[src/rtl/wmem_arbiter_if.sv]
// rtl/wmem_arbiter_if.sv - requester and SRAM signal bundle for the weight-memory arbiter
interface wmem_arbiter_if #(
    parameter int NUM_REQ = 4,
    parameter int ADDR_W  = 12,
    parameter int DATA_W  = 16,
    parameter int LEN_W   = 8
);
    logic [NUM_REQ-1:0]        req;
    logic [NUM_REQ-1:0]        req_we;
    logic [NUM_REQ*ADDR_W-1:0] req_addr;
    logic [NUM_REQ*LEN_W-1:0]  req_len;
    logic [NUM_REQ*DATA_W-1:0] req_wdata;
    logic [NUM_REQ-1:0]        gnt;
    logic [NUM_REQ-1:0]        rd_valid;
    logic [DATA_W-1:0]         rd_data;
    logic [NUM_REQ-1:0]        done;
    logic                      mem_en;
    logic                      mem_we;
    logic [ADDR_W-1:0]         mem_addr;
    logic [DATA_W-1:0]         mem_wdata;
    logic [DATA_W-1:0]         mem_rdata;

    modport master (
        output req, req_we, req_addr, req_len, req_wdata, mem_rdata,
        input  gnt, rd_valid, rd_data, done, mem_en, mem_we, mem_addr, mem_wdata
    );

    modport slave (
        input  req, req_we, req_addr, req_len, req_wdata, mem_rdata,
        output gnt, rd_valid, rd_data, done, mem_en, mem_we, mem_addr, mem_wdata
    );
endinterface

[src/rtl/wmem_arbiter.sv]
// rtl/wmem_arbiter.sv - round-robin burst arbiter for the single-port weight SRAM
// Optional WMEM_ARB_UPDATE_PRIO_EN: requester NUM_REQ-1 (weight update) always wins when requesting.
module wmem_arbiter #(
    parameter int NUM_REQ = 4,
    parameter int ADDR_W  = 12,
    parameter int DATA_W  = 16,
    parameter int LEN_W   = 8
) (
    input logic          clk,
    input logic          reset_n,
    wmem_arbiter_if.slave bus
);
    localparam int IDX_W = (NUM_REQ > 1) ? $clog2(NUM_REQ) : 1;

    typedef enum logic [1:0] {IDLE, BURST, DRAIN} state_t;

    state_t               state_q, state_d;
    logic [IDX_W-1:0]     rr_ptr_q, rr_ptr_d;
    logic [IDX_W-1:0]     win_q, win_d;
    logic                 we_q, we_d;
    logic [ADDR_W-1:0]    base_q, base_d;
    logic [LEN_W-1:0]     last_q, last_d;
    logic [LEN_W-1:0]     beat_q, beat_d;
    logic [NUM_REQ-1:0]   gnt_q, gnt_d;
    logic [NUM_REQ-1:0]   done_q, done_d;
    logic [NUM_REQ-1:0]   rd_pend_q, rd_pend_d;
    logic [NUM_REQ-1:0]   rd_valid_q;
    logic [DATA_W-1:0]    rd_data_q;
    logic                 mem_en_q, mem_en_d;
    logic                 mem_we_q, mem_we_d;
    logic [ADDR_W-1:0]    mem_addr_q, mem_addr_d;

    logic [IDX_W-1:0]     pick, sel;
    logic                 pick_found;
    logic [LEN_W-1:0]     len_sel;
    logic [ADDR_W-1:0]    addr_a  [NUM_REQ];
    logic [LEN_W-1:0]     len_a   [NUM_REQ];
    logic [DATA_W-1:0]    wdata_a [NUM_REQ];

    for (genvar g = 0; g < NUM_REQ; g++) begin : g_unpack
        assign addr_a[g]  = bus.req_addr[g*ADDR_W +: ADDR_W];
        assign len_a[g]   = bus.req_len[g*LEN_W +: LEN_W];
        assign wdata_a[g] = bus.req_wdata[g*DATA_W +: DATA_W];
    end

    // First requester found walking forward from the one after the last winner.
    always_comb begin
        pick       = '0;
        pick_found = 1'b0;
        for (int k = 1; k <= NUM_REQ; k++) begin
            int idx;
            idx = int'(rr_ptr_q) + k;
            if (idx >= NUM_REQ) idx = idx - NUM_REQ;
            if (!pick_found && bus.req[IDX_W'(idx)]) begin
                pick       = IDX_W'(idx);
                pick_found = 1'b1;
            end
        end
    end

    always_comb begin
        state_d    = state_q;
        rr_ptr_d   = rr_ptr_q;
        win_d      = win_q;
        we_d       = we_q;
        base_d     = base_q;
        last_d     = last_q;
        beat_d     = beat_q;
        gnt_d      = '0;
        done_d     = '0;
        mem_en_d   = 1'b0;
        mem_we_d   = 1'b0;
        mem_addr_d = '0;
        sel        = pick;
        len_sel    = '0;
        rd_pend_d  = (mem_en_q && !mem_we_q) ? gnt_q : '0;
        case (state_q)
            IDLE: begin
                if (|bus.req) begin
`ifdef WMEM_ARB_UPDATE_PRIO_EN
                    if (bus.req[NUM_REQ-1]) begin
                        sel = IDX_W'(NUM_REQ - 1);
                    end else begin
                        rr_ptr_d = pick;
                    end
`else
                    rr_ptr_d = pick;
`endif
                    len_sel    = len_a[sel];
                    state_d    = BURST;
                    win_d      = sel;
                    we_d       = bus.req_we[sel];
                    base_d     = addr_a[sel];
                    last_d     = (len_sel == '0) ? '0 : len_sel - LEN_W'(1);
                    beat_d     = '0;
                    gnt_d      = NUM_REQ'(1) << sel;
                    mem_en_d   = 1'b1;
                    mem_we_d   = bus.req_we[sel];
                    mem_addr_d = addr_a[sel];
                end
            end
            BURST: begin
                if (beat_q == last_q) begin
                    state_d = DRAIN;
                    done_d  = NUM_REQ'(1) << win_q;
                end else begin
                    beat_d     = beat_q + LEN_W'(1);
                    gnt_d      = gnt_q;
                    mem_en_d   = 1'b1;
                    mem_we_d   = we_q;
                    mem_addr_d = base_q + ADDR_W'(beat_d);
                end
            end
            DRAIN:   state_d = IDLE;
            default: state_d = IDLE;
        endcase
    end

    always_ff @(posedge clk or negedge reset_n) begin
        if (!reset_n) begin
            state_q    <= IDLE;
            rr_ptr_q   <= IDX_W'(NUM_REQ - 1);
            win_q      <= '0;
            we_q       <= 1'b0;
            base_q     <= '0;
            last_q     <= '0;
            beat_q     <= '0;
            gnt_q      <= '0;
            done_q     <= '0;
            rd_pend_q  <= '0;
            rd_valid_q <= '0;
            rd_data_q  <= '0;
            mem_en_q   <= 1'b0;
            mem_we_q   <= 1'b0;
            mem_addr_q <= '0;
        end else begin
            state_q    <= state_d;
            rr_ptr_q   <= rr_ptr_d;
            win_q      <= win_d;
            we_q       <= we_d;
            base_q     <= base_d;
            last_q     <= last_d;
            beat_q     <= beat_d;
            gnt_q      <= gnt_d;
            done_q     <= done_d;
            rd_pend_q  <= rd_pend_d;
            rd_valid_q <= rd_pend_q;
            mem_en_q   <= mem_en_d;
            mem_we_q   <= mem_we_d;
            mem_addr_q <= mem_addr_d;
            // Hold the last returned beat so rd_data only moves with rd_valid.
            if (|rd_pend_q) rd_data_q <= bus.mem_rdata;
        end
    end

    assign bus.gnt       = gnt_q;
    assign bus.done      = done_q;
    assign bus.rd_valid  = rd_valid_q;
    assign bus.rd_data   = rd_data_q;
    assign bus.mem_en    = mem_en_q;
    assign bus.mem_we    = mem_we_q;
    assign bus.mem_addr  = mem_addr_q;
    assign bus.mem_wdata = (state_q == BURST) ? wdata_a[win_q] : '0;
endmodule

[src/flat_wrapper.sv]
// flat-port wrapper written by rule: the top's interface ports become plain ports
module wmem_arbiter_flat 
#(
    parameter int NUM_REQ = 4,
    parameter int ADDR_W  = 12,
    parameter int DATA_W  = 16,
    parameter int LEN_W   = 8
)
  (clk, reset_n, bus_req, bus_req_we, bus_req_addr, bus_req_len, bus_req_wdata, bus_mem_rdata, bus_gnt, bus_rd_valid, bus_rd_data, bus_done, bus_mem_en, bus_mem_we, bus_mem_addr, bus_mem_wdata);
  wmem_arbiter_if #(.NUM_REQ(NUM_REQ), .ADDR_W(ADDR_W), .DATA_W(DATA_W), .LEN_W(LEN_W)) bus_i ();
  input logic clk;
  input logic reset_n;
  input wire logic [$bits(bus_i.req)-1:0] bus_req;
  input wire logic [$bits(bus_i.req_we)-1:0] bus_req_we;
  input wire logic [$bits(bus_i.req_addr)-1:0] bus_req_addr;
  input wire logic [$bits(bus_i.req_len)-1:0] bus_req_len;
  input wire logic [$bits(bus_i.req_wdata)-1:0] bus_req_wdata;
  input wire logic [$bits(bus_i.mem_rdata)-1:0] bus_mem_rdata;
  output wire logic [$bits(bus_i.gnt)-1:0] bus_gnt;
  output wire logic [$bits(bus_i.rd_valid)-1:0] bus_rd_valid;
  output wire logic [$bits(bus_i.rd_data)-1:0] bus_rd_data;
  output wire logic [$bits(bus_i.done)-1:0] bus_done;
  output wire logic [$bits(bus_i.mem_en)-1:0] bus_mem_en;
  output wire logic [$bits(bus_i.mem_we)-1:0] bus_mem_we;
  output wire logic [$bits(bus_i.mem_addr)-1:0] bus_mem_addr;
  output wire logic [$bits(bus_i.mem_wdata)-1:0] bus_mem_wdata;
  assign bus_i.req = bus_req;
  assign bus_i.req_we = bus_req_we;
  assign bus_i.req_addr = bus_req_addr;
  assign bus_i.req_len = bus_req_len;
  assign bus_i.req_wdata = bus_req_wdata;
  assign bus_i.mem_rdata = bus_mem_rdata;
  assign bus_gnt = bus_i.gnt;
  assign bus_rd_valid = bus_i.rd_valid;
  assign bus_rd_data = bus_i.rd_data;
  assign bus_done = bus_i.done;
  assign bus_mem_en = bus_i.mem_en;
  assign bus_mem_we = bus_i.mem_we;
  assign bus_mem_addr = bus_i.mem_addr;
  assign bus_mem_wdata = bus_i.mem_wdata;
  wmem_arbiter #(.NUM_REQ(NUM_REQ), .ADDR_W(ADDR_W), .DATA_W(DATA_W), .LEN_W(LEN_W)) u_core (.clk(clk), .reset_n(reset_n), .bus(bus_i));
endmodule
[config.mk]
export PLATFORM = sky130hd
export DESIGN_NAME = wmem_arbiter_flat
export DESIGN_NICKNAME = d
export VERILOG_FILES = /design/src/rtl/wmem_arbiter_if.sv /design/src/rtl/wmem_arbiter.sv /design/src/flat_wrapper.sv
export SDC_FILE = /design/constraint.sdc
export NUM_CORES = 1
export LEC_CHECK = 0
export CAP_MARGIN = 5
export CORE_MARGIN = 5
export CORE_UTILIZATION = 45
export CTS_CLUSTER_SIZE = 12
export DETAILED_ROUTE_END_ITERATION = 6
export GPL_ROUTABILITY_DRIVEN = 1
export PLACE_DENSITY_LB_ADDON = 0.08
export SYNTH_ARGS = -nofsm -noshare
export SYNTH_HDL_FRONTEND = slang
export SYNTH_SLANG_ARGS = --single-unit
[constraint.sdc]
create_clock -name clk -period 6 [get_ports clk]
set_input_delay 1.2 -clock clk [delete_from_list [all_inputs] [get_ports clk]]
set_output_delay 1.2 -clock clk [all_outputs]
set_load 0.02 [all_outputs]
==> impl_metrics.json, run 1 <==
{
  "avgSynthCellArea_um2": 10.99,
  "syn_area_um2": 4989,
  "required_ps": 6260,
  "fp.dieH_um": 115.3,
  "cts-root-buf": "clkbuf_8",
  "syn_to_final_growth_pct": 50.76,
  "port_buffers": 227,
  "p_leak_nw": 3.267,
  "overflow": 0,
  "crit_arrival_ps": 4350,
  "slew_headroom_pct": 24.04,
  "r2r_slack_ps": 2680,
  "min_to": "u_core.bus.rd_valid[3]",
  "total_power_mw": 3.769,
  "synth_cell_types": 53,
  "dr.pass1.iters": 6,
  "drive_gt1_share_pct": 12.61,
  "hold_depth": 0,
  "yosysWarnings": 0,
  "worstReg2RegStart": "u_core.rr_ptr_q[1]",
  "path_max_fanout": 22,
  "grt_pass1_wl_mm": 22.06,
  "wl_mm": 13.93,
  "share_comb_of_total_power_pct": 62.5,
  "met3_usage_pct": 4.579,
  "grt_most_used_layer": "met2",
  "die_x_um": 115.3,
  "num-fill-cells": 844,
  "setup_viol": 0,
  "critPathLaunch": "bus_req[3]",
  "finalClockSkew_ps": 11.28,
  "outcome": "completed",
  "internal_power_mw": 2.170,
  "cts_made_buffers": 9,
  "clockBufferDepth": 2,
  "p_seq_share_pct": 27.6,
  "min_from": "u_core.rd_pend_q[3]",
  "grt_pass1_vias": 4336,
  "synth_cells": 454,
  "final_cell_mix": "226 x clkdlybuf4s50_1, 79 x dfrtp_1, 62 x nand2_1",
  "cts_tree": "yes",
  "pwr-share-clk_pct": 9.9,
  "rr_worst_depth": 7,
  "min_path_type": "reg2reg",
  "yosysSeqAreaShare_pct": 40.68,
  "setup-tns-final_ps": 0,
  "max_cap_violations": 0,
  "final.setup.worst_slack_ps": 1919,
  "finalCritPeriodShare_pct": 68.01,
  "power.density_nw_per_um2": 501.1,
  "place_ws_ps": 1508,
  "synth_edf_count": 0,
  "ys_async_sr_fraction_pct": 100.0,
  "crit_type": "in2reg",
  "clk_latency_ps": 350,
  "grt_use_met1_pct": 25.19,
  "grtUsageMet2_pct": 37.50,
  "critical_path.startpoint_type": "input port",
  "grt_use_total_pct": 20.76,
  "slew_viol_final": 0,
  "ys_ff_latch": 81,
  "dp_hpwl_mm": 10.98,
  "rsz0062_at_grt": "false",
  "wl_per_cell_um": 17.12,
  "dieArea_um2": 13290,
  "diodes": 0,
  "start_util_pct": 46.02,
  "globalplace.congestion": 0.8049,
  "layout.nets": 854,
  "post_cts_buffers": 0,
  "r2r-end": "u_core.last_q[5]",
  "cts_resized": 0,
  "vias": 4211,
  "antenna_found_initial": 0,
  "crit_path_end_kind": "register",
  "syn-num-nets": 639,
  "clk_pin_slew_ps": 90,
  "synth_flop_cell": "dfrtp_1",
  "io_pins": 228,
  "vdd_drop_max_mv": 0.3087,
  "regArea_um2": 2029,
  "row_count": 38,
  "cts_hold_buf": 0,
  "hold_viol": 0,
  "drc_errors": 0,
  "drtAntennaViolNets": 0,
  "fmax_ghz": 0.2451,
  "min_period_ps": 4081,
  "swShare_pct": 42.41,
  "vias_per_cell": 5.173,
  "grt_max_degree": 82,
  "first_iter_violations": 147,
  "multi_input_area_um2": 2791,
  "htreeDepth": 3,
  "tightest_slew_ps": 1139,
  "core_area_um2": 10840,
  "p_switching_mw": 1.598,
  "layout_commonest_cell": "clkdlybuf4s50_1",
  "clock_sinks": 81
}
power by group through the flow:
stage / Combinational, mW / Clock, mW / Sequential (mW)
floorplan: 1.48 / 0 / 1.11
global placement: 2.31 / 0 / 1.04
detailed placement: 2.37 / 0 / 1.06
CTS: 2.38 / 0.385 / 1.04
global route: 2.57 / 0.410 / 1.08
finish: 2.35 / 0.374 / 1.04
sequential cells by signal (all words and copies together) (netlist names), 4 cells and up:
name                 count
u_core.bus.mem_addr     12
u_core.bus.done          4
u_core.bus.rd_data      16
u_core.last_q            8
u_core.beat_q            8
u_core.base_q           12
u_core.bus.gnt           4
u_core.rd_pend_q         4
u_core.bus.rd_valid      4
worst max path at each step:
| stage | end | slack [ps] | cells past startpoint |
|---|---|---|---|
| floorplan | u_core.last_q[5] | 2760 | 10 |
| global placement | u_core.last_q[5] | 1680 | 10 |
| finish | u_core.last_q[5] | 1920 | 10 |
| global route | u_core.last_q[5] | 1670 | 10 |
| detailed placement | u_core.last_q[5] | 1510 | 10 |
| CTS | u_core.last_q[5] | 1880 | 10 |
per-layer routing:
layer  vias up  share of wire, %
met2       134                53
met4         0               1.1
li1       2054                 -
met1      2009                40
met5         -                 0
met3        14               5.6
Yosys cell counts (5+ instances only):
library cell | n | area share, %
a21oi_1 | 5 | 0.50
dfrtp_1 | 79 | 40
and3_1 | 9 | 1.1
mux2i_1 | 36 | 7.2
xnor2_1 | 8 | 1.4
o31ai_2 | 5 | 1.3
nor2_1 | 22 | 1.7
a21o_1 | 11 | 1.7
o211ai_1 | 16 | 2.4
clkbuf_1 | 14 | 1.1
xor2_1 | 17 | 3.0
nor2b_1 | 17 | 2.1
inv_1 | 10 | 0.75
mux4_2 | 17 | 7.7
nand2_1 | 62 | 4.7
o21ai_0 | 15 | 1.5
mux2_2 | 30 | 6.8
buf_1 | 5 | 0.38
nand3_1 | 9 | 0.90
ha_1 | 14 | 3.5
worst max-delay path, stage by stage:
cell             delay [ps]
clkdlybuf4s50_1         540
nand2b_1                130
a21boi_1                180
o221ai_4                550
buf_4                   430
mux2i_1                 380
inv_1                   110
ha_1                    220
and3_1                  270
a221oi_2                300
stage by stage:
stage	area [µm²]	cells	hold slack, ps	utilization (%)
after floorplan	4989	454	354.0	-
after global placement	7333	798	378.6	67.65
after detailed placement	7333	798	384.9	67.65
after CTS	7521	814	403.7	69.38
after global routing	7521	814	425.7	69.38
final	7521	814	395.5	69.38
layout make-up:
cell class                 count  area share (%)
clock buffer                  10           1.830
timing repair buffer         231           30.58
sequential                    81           26.98
tap                          140           2.329
multi-input combinational    336           37.12
clock inverter                 6          0.6654
inverter                      10          0.4991
cell families (layout without fill, tap and decap cells):
kind of cell	Yosys count	count (layout)	synth area share (%)
AND/OR/NAND/NOR	140	140	13.69
multiplexers	85	85	22.40
flip-flops	81	81	40.68
adder cells (fa/ha/maj)	15	15	3.913
XOR/XNOR	25	25	4.389
AO/OA/AOI/OAI	71	71	10.96
buffers and inverters	37	257	3.963
Note: power is estimated with default switching activity, not from simulation.
==> run 2, diff against run 1 <==
Settings changed: CORE_UTILIZATION 45 to 38.
Clock period 6 ns to 3.3 ns, I/O delays scaled along.
==> impl_metrics.json, run 2 (synthesized netlist as in run 1, its figures left out) <==
{
  "start_util_pct": 39.21,
  "worstReg2RegStart": "u_core.beat_q[0]",
  "critPathLaunch": "bus_req[2]",
  "p_seq_share_pct": 25.4,
  "setup_viol": 0,
  "htreeDepth": 3,
  "grt_use_met1_pct": 21.54,
  "post_cts_buffers": 0,
  "cpPeakStageDelay_ps": 490,
  "drive_gt1_share_pct": 13.76,
  "p_switching_mw": 2.945,
  "place_inst": 839,
  "stdcell_area_um2": 7777,
  "globalplace.congestion": 0.8419,
  "antenna_found_initial": 0,
  "critical_path.startpoint_type": "input port",
  "pwr-share-clk_pct": 14.0,
  "tightest_slew_ps": 1000,
  "final_util_pct": 61.13,
  "core_area_um2": 12720,
  "crit_slowest_cell": "clkdlybuf4s50_1",
  "largest_reg_flops": 16,
  "final_cell_mix": "226 x clkdlybuf4s50_1, 79 x dfrtp_1, 62 x nand2_1",
  "min_from": "u_core.rd_pend_q[3]",
  "finalClockSkew_ps": 4.852,
  "num-fill-cells": 1119,
  "power.density_nw_per_um2": 936.6,
  "cts-root-buf": "clkbuf_16",
  "grt_most_used_layer": "met2",
  "layout_commonest_cell": "clkdlybuf4s50_1",
  "port_buffers": 227,
  "crit_arrival_ps": 3220,
  "clk_pin_slew_ps": 60,
  "outcome": "completed",
  "grtUsageMet2_pct": 35.05,
  "cts_resized": 0,
  "rsz0062_at_grt": "false",
  "path_cells": "clkdlybuf4s50_1 -> nand2b_1 -> a21boi_1 -> o221ai_4 -> buf_4 -> mux2i_1 -> nor4_2 -> and3_1 -> a221oi_2",
  "finalCritPeriodShare_pct": 91.88,
  "diodes": 0,
  "syn_to_final_growth_pct": 55.91,
  "clk_latency_ps": 330,
  "max_cap_violations": 0,
  "hold_viol": 0,
  "swShare_pct": 40.42,
  "io_pins": 228,
  "multi_input_area_um2": 2791,
  "required_ps": 3490,
  "die_x_um": 124.6,
  "met3_usage_pct": 5.146,
  "overflow": 0,
  "row_count": 41,
  "fmax_ghz": 0.3298,
  "min_path_type": "reg2reg",
  "dr.pass1.iters": 4,
  "clock_sinks": 81,
  "share_comb_of_total_power_pct": 60.6,
  "internal_power_mw": 4.340,
  "grt_pass1_wl_mm": 24.05,
  "first_iter_violations": 164,
  "clockBufferDepth": 2,
  "fin_cells": 855,
  "wl_per_cell_um": 16.96,
  "vias_per_cell": 5.001,
  "crit_type": "in2reg",
  "slew_viol_final": 0,
  "grt_pass1_vias": 4663,
  "vias": 4276,
  "p_leak_nw": 3.387,
  "cts_made_buffers": 9,
  "dieArea_um2": 15520,
  "placed_cell_area_um2": 7466,
  "slew_headroom_pct": 33.32,
  "crit_path_end_kind": "register",
  "vdd_drop_max_mv": 0.4610,
  "grt_max_degree": 82,
  "path_max_fanout": 9,
  "drc_errors": 0,
  "regArea_um2": 2029,
  "grt_use_total_pct": 18.74,
  "cts_hold_buf": 0,
  "dp_hpwl_mm": 11.62,
  "wl_mm": 14.50,
  "layout.nets": 863,
  "min_period_ps": 3032,
  "fp.dieH_um": 124.6,
  "cts_tree": "yes",
  "drtAntennaViolNets": 0
}
[run 2: final timing paths]
check                                               end  slack [ps]  cells after the start
worst max-delay path                   u_core.last_q[5]         270                      9
worst min-delay path             u_core.bus.rd_valid[3]         390                      0
worst max register to register  u_core.bus.mem_addr[11]         430                      9
worst min register to register   u_core.bus.rd_valid[3]         390                      0
max in group asynchronous        u_core.bus.mem_addr[0]        2170                      1
min in group asynchronous         u_core.bus.rd_data[7]         490                      1
[run 2: through the flow]
stage / setup slack (ps) / TNS [ps] / hold WS, ps / total power, mW
3_3_place_gp: 72.53 / 0 / 380.8 / 6.222
4_1_cts: 262.3 / 0 / 389.4 / 7.389
2_1_floorplan: 597.4 / 0 / 354.0 / 4.721
3_5_place_dp: -76.85 / -268.6 / 383.3 / 6.333
6_report: 268.0 / 0 / 389.5 / 7.285
5_1_grt: 88.00 / 0 / 397.8 / 7.836
[run 2: power groups by stage]
stage,Combinational (mW),Sequential (mW),Clock [mW]
finish,4.41,1.85,1.02
global route,4.82,1.92,1.09
detailed placement,4.46,1.88,0
CTS,4.48,1.86,1.04
global placement,4.37,1.85,0
floorplan,2.69,2.03,0
[run 2: area by class of cell]
class | count | area share, %
tap | 172 | 2.767
multi-input combinational | 336 | 35.89
sequential | 81 | 26.09
clock inverter | 6 | 0.9331
inverter | 10 | 0.4826
clock buffer | 10 | 3.073
timing repair buffer | 240 | 30.76
[run 2: layer usage]
layer | up-vias | wire length (µm)
li1 | 2065 | -
met1 | 2080 | 5799
met2 | 119 | 7844
met3 | 12 | 728
met4 | 0 | 125
met5 | - | 0
[run 2: critical path, delay by kind of cell]
kind / cells / cell delay, ps
compound gates: 3 / 670
buf+inv: 2 / 730
mux: 1 / 130
simple gates: 3 / 1020
==> run 3, diff against run 2 <==
Settings changed: CTS_CLUSTER_DIAMETER set to 120, HOLD_SLACK_MARGIN set to 0.02, MAX_ROUTING_LAYER set to met4.
==> impl_metrics.json, run 3 (synthesized netlist as in run 1, its figures left out) <==
{
  "clk_pin_slew_ps": 60,
  "rsz0062_at_grt": "false",
  "wl_mm": 14.51,
  "io_pins": 228,
  "layout_commonest_cell": "clkdlybuf4s50_1",
  "rr_worst_depth": 9,
  "clockBufferDepth": 2,
  "clock_sinks": 81,
  "cts_resized": 0,
  "hold_depth": 0,
  "largest_reg_flops": 16,
  "required_ps": 3490,
  "overflow": 0,
  "fp.dieH_um": 124.6,
  "critical_path.startpoint_type": "input port",
  "r2r_slack_ps": 440,
  "min_to": "u_core.bus.rd_valid[3]",
  "post_cts_buffers": 0,
  "outcome": "completed",
  "antenna_found_initial": 0,
  "final_cell_mix": "226 x clkdlybuf4s50_1, 79 x dfrtp_1, 62 x nand2_1",
  "syn_to_final_growth_pct": 55.91,
  "htreeDepth": 3,
  "r2r-end": "u_core.bus.mem_addr[11]",
  "globalplace.congestion": 0.8550,
  "drive_gt1_share_pct": 13.76,
  "dp_hpwl_mm": 11.62,
  "grt_pass1_vias": 4659,
  "layout.nets": 863,
  "crit_path_end_kind": "register",
  "slew_viol_final": 0,
  "cts-root-buf": "clkbuf_16",
  "crit_type": "in2reg",
  "first_iter_violations": 149,
  "vias_per_cell": 5.016,
  "p_leak_nw": 3.387,
  "final_util_pct": 61.13,
  "grt_max_degree": 82,
  "dr.pass1.iters": 4,
  "vdd_drop_max_mv": 0.4625,
  "power.density_nw_per_um2": 938.1,
  "min_path_type": "reg2reg",
  "crit_arrival_ps": 3210,
  "final.setup.worst_slack_ps": 273.1,
  "finalClockSkew_ps": 4.939,
  "cpPeakStageDelay_ps": 490,
  "place_ws_ps": -76.85,
  "port_buffers": 227,
  "fmax_ghz": 0.3304,
  "cts_tree": "yes",
  "grt_use_total_pct": 19.30,
  "tightest_slew_ps": 1004,
  "grt_pass1_wl_mm": 24.06,
  "min_period_ps": 3027,
  "setup_viol": 0,
  "hold_viol": 0,
  "dieArea_um2": 15520,
  "start_util_pct": 39.21,
  "max_cap_violations": 0,
  "holdWs_ps": 389.4,
  "cts_made_buffers": 9,
  "drc_errors": 0,
  "path_max_fanout": 9,
  "vias": 4289,
  "cts_hold_buf": 0,
  "clk_latency_ps": 330,
  "slew_headroom_pct": 33.08,
  "drtAntennaViolNets": 0,
  "worstReg2RegStart": "u_core.beat_q[0]",
  "wl_per_cell_um": 16.97,
  "diodes": 0,
  "min_from": "u_core.rd_pend_q[3]",
  "path_cells": "clkdlybuf4s50_1 -> nand2b_1 -> a21boi_1 -> o221ai_4 -> buf_4 -> mux2i_1 -> nor4_2 -> and3_1 -> a221oi_2",
  "row_count": 41,
  "crit_slowest_cell": "clkdlybuf4s50_1",
  "die_x_um": 124.6,
  "finalCritPeriodShare_pct": 91.73,
  "total_power_mw": 7.296,
  "core_area_um2": 12720
}
-- run 3: cell counts in the layout (fill, tap and decap cells not counted) --
Identical to the previous run, type by type.
-- run 3: worst max path at each step --
stage	from	end	slack (ps)
after floorplan	bus_req[2]	u_core.last_q[5]	600
after global placement	bus_req[3]	u_core.last_q[5]	70
after detailed placement	bus_req[2]	u_core.last_q[5]	-80
after CTS	u_core.win_q[1]	bus_mem_wdata[11]	260
after global routing	bus_req[2]	u_core.last_q[5]	90
final	bus_req[2]	u_core.last_q[5]	270
-- run 3: per-stage QoR --
step	instance area (µm²)	setup TNS, ps	std cells
floorplan	4989	0	454
CTS	7777	0	855
finish	7777	0	855
global route	7777	0	855
detailed placement	7466	-268.6	839
global placement	7466	0	839
-- run 3: area by class of cell --
cell class | count | area, µm²
Fill cell | 1119 | 4945
Multi-Input combinational cell | 336 | 2791
Timing Repair Buffer | 240 | 2392
Sequential cell | 81 | 2029
Clock buffer | 10 | 239.0
Tap cell | 172 | 215.2
Clock inverter | 6 | 72.57
Inverter | 10 | 37.54
-- run 3: layer usage --
metal | part of all wire (%) | global-route usage [%]
met5 | 0 | -
met3 | 4.5 | 4.717
met2 | 54 | 35.05
met4 | 0.96 | 3.224
met1 | 40 | 21.86
-- run 3: worst max-delay path, delay by kind of cell --
kind	cells	cell delay [ps]
mux	1	120
simple gates	3	1020
compound gates	3	670
buf+inv	2	730
-- run 3: where the power goes --
part	leakage [nW]	switching, mW	internal (mW)	total, mW
logic	2.25	2.18	2.24	4.42
registers	0.991	0.372	1.48	1.86
clock network	0.150	0.406	0.616	1.02
